`config.mk`:
```
export PLATFORM = sky130hd
export DESIGN_NAME = sum_loop_engine
export DESIGN_NICKNAME = d
export VERILOG_FILES = /design/src/rtl/sum_loop_pkg.sv /design/src/rtl/sum_loop_datapath.sv /design/src/rtl/sum_loop_engine.sv
export SDC_FILE = /design/constraint.sdc
export NUM_CORES = 1
export LEC_CHECK = 0
export BUFFER_PORTS_ARGS = -buffer_cell sky130_fd_sc_hd__buf_4
export CORE_MARGIN = 2
export CORE_UTILIZATION = 51
export CTS_BUF_LIST = sky130_fd_sc_hd__clkbuf_8
export CTS_CLUSTER_DIAMETER = 50
export CTS_CLUSTER_SIZE = 40
export DETAILED_ROUTE_END_ITERATION = 16
export GPL_TIMING_DRIVEN = 0
export PLACE_DENSITY = 0.74
export RECOVER_POWER = 50
export SLEW_MARGIN = 20
export SYNTH_ARGS = -nofsm -noshare
export SYNTH_HDL_FRONTEND = slang
export SYNTH_HIERARCHICAL = 1
export SYNTH_SLANG_ARGS = --single-unit
export TNS_END_PERCENT = 100
```
`constraint.sdc`:
```
create_clock -name clk -period 1.85 [get_ports clk]
set_input_delay 0.185 -clock clk [delete_from_list [all_inputs] [get_ports clk]]
set_output_delay 0.185 -clock clk [all_outputs]
set_load 0.05 [all_outputs]
```
`src/rtl/sum_loop_pkg.sv`:
```
// rtl/sum_loop_pkg.sv - shared types for the sum loop engine
package sum_loop_pkg;

  typedef enum logic [2:0] {
    IDLE  = 3'd0,
    INIT  = 3'd1,
    CHECK = 3'd2,
    ADD   = 3'd3,
    INC   = 3'd4,
    OUT   = 3'd5,
    DONE  = 3'd6
  } sum_loop_state_e;

endpackage

```
`src/rtl/sum_loop_datapath.sv`:
```
// rtl/sum_loop_datapath.sv - accumulator, loop index, latched bounds and compare
module sum_loop_datapath
  import sum_loop_pkg::*;
#(
  parameter int DATA_W = 16,
  parameter int CNT_W  = 8
) (
  input  logic              clk,
  input  logic              reset,
  input  logic [CNT_W-1:0]  limit,
  input  logic [CNT_W-1:0]  step,
  input  logic              load_en,
  input  logic              init_en,
  input  logic              add_en,
  input  logic              inc_en,
  output logic              idx_le_lim,
  output logic [DATA_W-1:0] sum,
  output logic              overflow
);

  // One extra index bit keeps idx+step from wrapping, so CHECK always terminates.
  localparam int IW = CNT_W + 1;
  localparam int AW = ((DATA_W > IW) ? DATA_W : IW) + 1;

  logic [DATA_W-1:0] sum_q;
  logic [IW-1:0]     idx_q;
  logic [CNT_W-1:0]  lim_q;
  logic [CNT_W-1:0]  step_q;
  logic              ovf_q;

  logic [AW-1:0]     add_full;
  logic              carry;
  logic [CNT_W-1:0]  step_d;

  assign add_full = AW'(sum_q) + AW'(idx_q);
  assign carry    = |add_full[AW-1:DATA_W];
  assign step_d   = (step == '0) ? CNT_W'(1) : step;

  always_ff @(posedge clk or posedge reset) begin
    if (reset) begin
      sum_q  <= '0;
      idx_q  <= '0;
      lim_q  <= '0;
      step_q <= '0;
      ovf_q  <= 1'b0;
    end else begin
      if (load_en) begin
        lim_q  <= limit;
        step_q <= step_d;
      end
      if (init_en) begin
        sum_q <= '0;
        idx_q <= IW'(1);
        ovf_q <= 1'b0;
      end
      if (add_en) begin
        sum_q <= add_full[DATA_W-1:0];
        if (carry) ovf_q <= 1'b1;
      end
      if (inc_en) idx_q <= idx_q + IW'(step_q);
    end
  end

  assign idx_le_lim = (idx_q <= IW'(lim_q));
  assign sum        = sum_q;
  assign overflow   = ovf_q;

endmodule

```
`src/rtl/sum_loop_engine.sv`:
```
// rtl/sum_loop_engine.sv - sequenced 1..limit stepped summation engine
module sum_loop_engine
  import sum_loop_pkg::*;
#(
  parameter int DATA_W = 16,
  parameter int CNT_W  = 8
) (
  input  logic              clk,
  input  logic              reset,
  input  logic              start,
  input  logic [CNT_W-1:0]  limit,
  input  logic [CNT_W-1:0]  step,
  output logic              busy,
  output logic              done,
  output logic              out_valid,
  output logic [DATA_W-1:0] sum,
  output logic              overflow
);

  sum_loop_state_e state_q, state_d;
  logic load_en, init_en, add_en, inc_en, idx_le_lim;

  always_ff @(posedge clk or posedge reset) begin
    if (reset) state_q <= IDLE;
    else       state_q <= state_d;
  end

  always_comb begin
    state_d = state_q;
    load_en = 1'b0;
    init_en = 1'b0;
    add_en  = 1'b0;
    inc_en  = 1'b0;
    case (state_q)
      IDLE: begin
        if (start) begin
          load_en = 1'b1;
          state_d = INIT;
        end
      end
      INIT: begin
        init_en = 1'b1;
        state_d = CHECK;
      end
      CHECK:   state_d = idx_le_lim ? ADD : DONE;
      ADD: begin
        add_en  = 1'b1;
        state_d = INC;
      end
      INC: begin
        inc_en  = 1'b1;
        state_d = OUT;
      end
      OUT:     state_d = CHECK;
      DONE:    state_d = IDLE;
      default: state_d = IDLE;
    endcase
  end

  assign busy      = (state_q != IDLE);
  assign done      = (state_q == DONE);
  assign out_valid = (state_q == OUT);

  sum_loop_datapath #(
    .DATA_W(DATA_W),
    .CNT_W (CNT_W)
  ) u_datapath (
    .clk       (clk),
    .reset     (reset),
    .limit     (limit),
    .step      (step),
    .load_en   (load_en),
    .init_en   (init_en),
    .add_en    (add_en),
    .inc_en    (inc_en),
    .idx_le_lim(idx_le_lim),
    .sum       (sum),
    .overflow  (overflow)
  );

endmodule

```
==> After elaboration in Yosys (flattened, before gate mapping) <==
Cells that the tools add are included.
{ "classes": {"n_reduce_logical": 6, "eq_ne": 7, "muxes": 16, "n_addsub": 2, "n_lt_le_gt_ge": 1} }
{ "ops": {"columns": ["cell", "count"], "rows": [
  ["16-bit 2-to-1 mux", 2],
  ["9-bit 2-to-1 mux", 2],
  ["16-bit by 9-bit adder with 17-bit output", 1],
  ["3-bit one-hot mux with 5 select lines", 1],
  ["9-bit by 8-bit adder with 9-bit output", 1],
  ["3-bit == test, second input constant", 3],
  ["9-bit by 8-bit <= comparator with 1-bit output", 1],
  ["8-bit zero test", 1],
  ["1-bit 2-to-1 mux", 8],
  ["8-bit 2-to-1 mux", 1],
  ["3-bit by 2-bit == test with 1-bit output, second input constant", 2],
  ["3-bit 2-to-1 mux", 2],
  ["2-bit nonzero test", 2],
  ["3-bit by 1-bit == test with 1-bit output, second input constant", 1],
  ["3-bit zero test", 1],
  ["3-bit nonzero test", 1],
  ["2-bit != test, second input constant", 1],
  ["2-bit OR reduction", 1]
]} }
{ "totals": {"elab_cells": 38, "input_bits": 19, "out_inout_bits": 20, "reg_bits": 45} }

==> Depth between registers and ports, before layout <==
{ "depth": {"ltp_word": 5, "ltp_mapped": 9, "mapped_depth_nobuf": 9} }

==> By module <==
The synthesis kept the hierarchy.
{ "by_module_without_submodules": {"columns": ["module", "instances", "seq_area_each_um2", "cells_each", "area_each_um2"], "rows": [
  ["sum_loop_datapath", 1, 1051.0, 286, 2673.8],
  ["sum_loop_engine", 1, 75.1, 22, 192.7]
]} }

==> Worst setup path after synthesis <==
Ideal clock, no wire load.
{ "synth_path": {"path_kind": "register -> register", "from": "register u_datapath.sum_q[0], in the netlist u_datapath/sum[0]", "to": "register u_datapath.sum_q[12], in the netlist u_datapath/sum[12]", "setup_slack_ns": -0.397, "path_buffers": 0, "arrival_time_ns": 2.098, "setup_ns": 0.150, "t_required_ns": 1.700, "stages_incl_launch_ff": 9, "synth_period_minus_slack_ns": 2.247, "cell_sequence": "dfrtp_1 ha_1 inv_1 fa_1 nand2b_1 a21oi_1 o31a_1 o211ai_1 mux2i_1"} }
{ "synth_via": {"elab_chain_len": 2} }
{ "synth_rtl": {"columns": ["element", "line_no", "text"], "rows": [
  ["start: declaration", "sum_loop_datapath.sv:25", "logic [DATA_W-1:0] sum_q;"],
  ["start signal: assignment", "sum_loop_datapath.sv:57", "sum_q <= add_full[DATA_W-1:0];"],
  ["16-bit by 9-bit adder with 17-bit output", "sum_loop_datapath.sv:35", "assign add_full = AW'(sum_q) + AW'(idx_q);"],
  ["16-bit 2-to-1 mux", "sum_loop_datapath.sv:56", "if (add_en) begin"]
]} }
No other way between the ends.
A chain may end at the register's enable or synchronous reset.

==> Worst setup path in the final report <==
{ "layout_path": {"from": "register u_datapath.idx_q[2]", "to": "register u_datapath.idx_q[6]"} }
{ "layout_via": {"elab_chain_len": 2} }
{ "layout_rtl": {"columns": ["element", "line_no", "text"], "rows": [
  ["start: declaration", "sum_loop_datapath.sv:26", "logic [IW-1:0] idx_q;"],
  ["start signal: assignment", "sum_loop_datapath.sv:60", "if (inc_en) idx_q <= idx_q + IW'(step_q);"],
  ["9-bit by 8-bit adder with 9-bit output", "sum_loop_datapath.sv:60", null],
  ["9-bit 2-to-1 mux", "sum_loop_datapath.sv:60", null]
]} }
No other way between the ends.

==> out/results.ini <==
[outcome]
status=finished, violations left
violations=negative setup slack

[critical_path]
crit_required_ns=2.04
end_kind=flip-flop
r2r_cells=6
cp.arrival_ns=2.26
r2r_start=u_datapath/idx_q[2]
r2r_slack_ns=-0.22
startpoint_type=flip-flop
cp_max_fo=4
r2r-end=u_datapath/idx_q[6]
crit_type=flip-flop to flip-flop

[detailed_routing]
ant_nets=0
vias_per_cell=5.704
drtIter0Drc=205
routed_wl_microns=7131
dr_total_vias=2527
dr.pass1.iters=4
wire_per_inst_microns=16.10
drcViolationCount=0

[pwr]
p_seq_frac=0.285
powerDensity_nw_per_um2=1580
switching_power_uw=2665
internal_power_uw=3284
p_comb_frac=0.614
irDropWorstVdd_v=0.001085
p_clk_frac=0.101
cellLeakagePower_uw=0.001736
switching_share=0.4480

[floorplan]
die_x_microns=78.97
rows=27
io_pins=39
coreArea_sq_um=5473
dieArea_sq_um=6236
die_h_microns=78.97
start_util=0.5238

[timing]
slew_headroom=0.5250
tightest_slew_ns=0.7125
fmax_mhz=483.3
hold_viol=0
fin_crit_sh=1.119
whs_ns=0.1008
rsz0062_at_grt=yes
fin_crit_ns=2.069
skew_ns=0.009870
drv_slew=0
fin_ws_ns=-0.2193
setup_violations=14

[logic_synthesis]
synth_top_cell_by_area=dfrtp_1
synth-async-reset-ratio=1.000
synth-seq-cells=45
yosys.area.top_type_share=0.3928
synth-seq-area-share=0.3928
yosys-top-cells-count=dfrtp_1 (45), nand2_1 (39), inv_1 (26)
netlist_instances=308
synth.avg_cell_area_sq_um=9.307
synth_flop_cell=dfrtp_1
netlist_top_cells_area=dfrtp_1 (39%), ha_1 (11%), nand2_1 (5.1%)
ys_types=48
synth.most_common_cell=dfrtp_1
netlist_area_sq_um=2866
synth_edf_count=0
syn_nets=354
ys_warn_count=6

[clocking]
path_clk_slew_ns=0.09
cts_made_buffers=5
clockRootBuffer=clkbuf_8
cts_tree=built
clk_latency_ns=0.30
cts.htree.levels=2
clockBufferDepth=2
cts.sinks=45

[placement]
place_inst=419
place_hpwl_microns=4830
numPortBuffers=38
dpl-instance-area_sq_um=3343
place_ws_ns=-0.2904
gp_congestion=0.8444

[hold_path]
hold_path_depth=3
hp-class=input port to flip-flop
worstHoldEndpoint=u_datapath/lim_q[5]
min_from=limit[5]

[global_route]
grt_pass1_wl_microns=11540
grt_use_total=0.2347
first_global_vias=2467
antenna_found_initial=0
grt_max_degree=31
grt_overflow=0

[finish]
final_cells=443
fin_util=0.6879
post-route-cell-area_sq_um=3765
antennaDiodeCount=0
drive_gt1_frac=0.3639
nNetsFinal=416
fillers=426
area_growth_pct=31.34

[run]
drv_cap=0

-- through the flow --
| step | setup TNS, ns | total power (uW) |
|---|---|---|
| 4_1_cts | -1.398 | 5604 |
| 3_3_place_gp | -3.083 | 4600 |
| 6_report | -1.979 | 5948 |
| 5_1_grt | -3.179 | 6393 |
| 3_5_place_dp | -2.831 | 4694 |
| 2_1_floorplan | -0.8984 | 3959 |
-- power by group through the flow --
stage	clock, uW	combinational (uW)	sequential [uW]
2_1_floorplan	0	2150	1810
3_3_place_gp	0	2940	1660
3_5_place_dp	0	3030	1670
4_1_cts	608	3320	1670
5_1_grt	663	3990	1740
6_report	601	3650	1690
-- registers in the layout, indices dropped and copies added, names as in the netlist --
register	cells
u_datapath/lim_q	8
state_q	3
u_datapath/sum	16
u_datapath/overflow	1
u_datapath/step_q	8
u_datapath/idx_q	9
-- cells by family after synthesis --
kind of cell,count (synthesis),synth area share
simple gates,91,0.1567
xor+xnor,8,0.02444
mux,12,0.04540
fa+ha+maj,27,0.1231
compound gates,87,0.2051
buf+inv,38,0.05238
flops,45,0.3928
-- worst max-delay path by stage --
stage	start	depth (start not counted)	slack, ns	endpoint
6_report	u_datapath/idx_q[2]	6	-0.22	u_datapath/idx_q[6]
5_1_grt	u_datapath/idx_q[0]	9	-0.34	u_datapath/sum[14]
4_1_cts	u_datapath/idx_q[0]	8	-0.24	u_datapath/idx_q[6]
3_5_place_dp	state_q[1]	5	-0.29	u_datapath/idx_q[8]
3_3_place_gp	u_datapath/idx_q[0]	8	-0.23	u_datapath/idx_q[6]
2_1_floorplan	u_datapath/sum[0]	8	-0.16	u_datapath/sum[12]
-- cell type report --
cell class	instances	area, sq um	share of cell area
multi-input cells	225	1844	0.4899
plain buffers	10	65.06	0.01728
repair buffers	57	442.9	0.1176
well taps	72	90.09	0.02393
clock inverters	3	13.76	0.003656
clock buffers	5	68.82	0.01828
inverters	26	97.59	0.02592
flip-flops and latches	45	1142	0.3034
-- layer usage --
metal | vias up | GRT usage | share of wire | routed length [microns]
li1 | 1222 | - | - | -
met1 | 1236 | 0.3211 | 0.44 | 3171
met2 | 62 | 0.3754 | 0.50 | 3561
met3 | 7 | 0.04659 | 0.045 | 321
met4 | 0 | 0.07586 | 0.011 | 76
met5 | - | 0 | 0 | 0
-- placed cells by master (no fill, tap or decap), types with 8 or more instances in the layout --
master / synthesis / final
ha_1: 25 / 16
ha_4: 0 / 9
nand2_1: 39 / 38
nor2_1: 14 / 14
buf_4: 0 / 49
inv_1: 26 / 24
o21ai_0: 19 / 17
dfrtp_2: 0 / 13
o211ai_1: 8 / 8
dfrtp_1: 45 / 32
-- worst max-delay path: stages, from the launching register on --
cell and delay (ns):
dfrtp_2 0.45, ha_1 0.36, nor2b_4 0.15, o31a_1 0.29
o21a_1 0.20, or3_1 0.30, a31o_1 0.21
-- timing repair --
| action | in CTS | in global routing |
|---|---|---|
| resized for setup | 27 | 24 |
| buffers inserted | 10 | 8 |
| hold buffers | 1 | 0 |
| hold endpoints to repair | 15 | 0 |
| setup endpoints to repair | 20 | 26 |
| pin swaps | 21 | 25 |
Note: power is estimated with default switching activity, not from simulation.
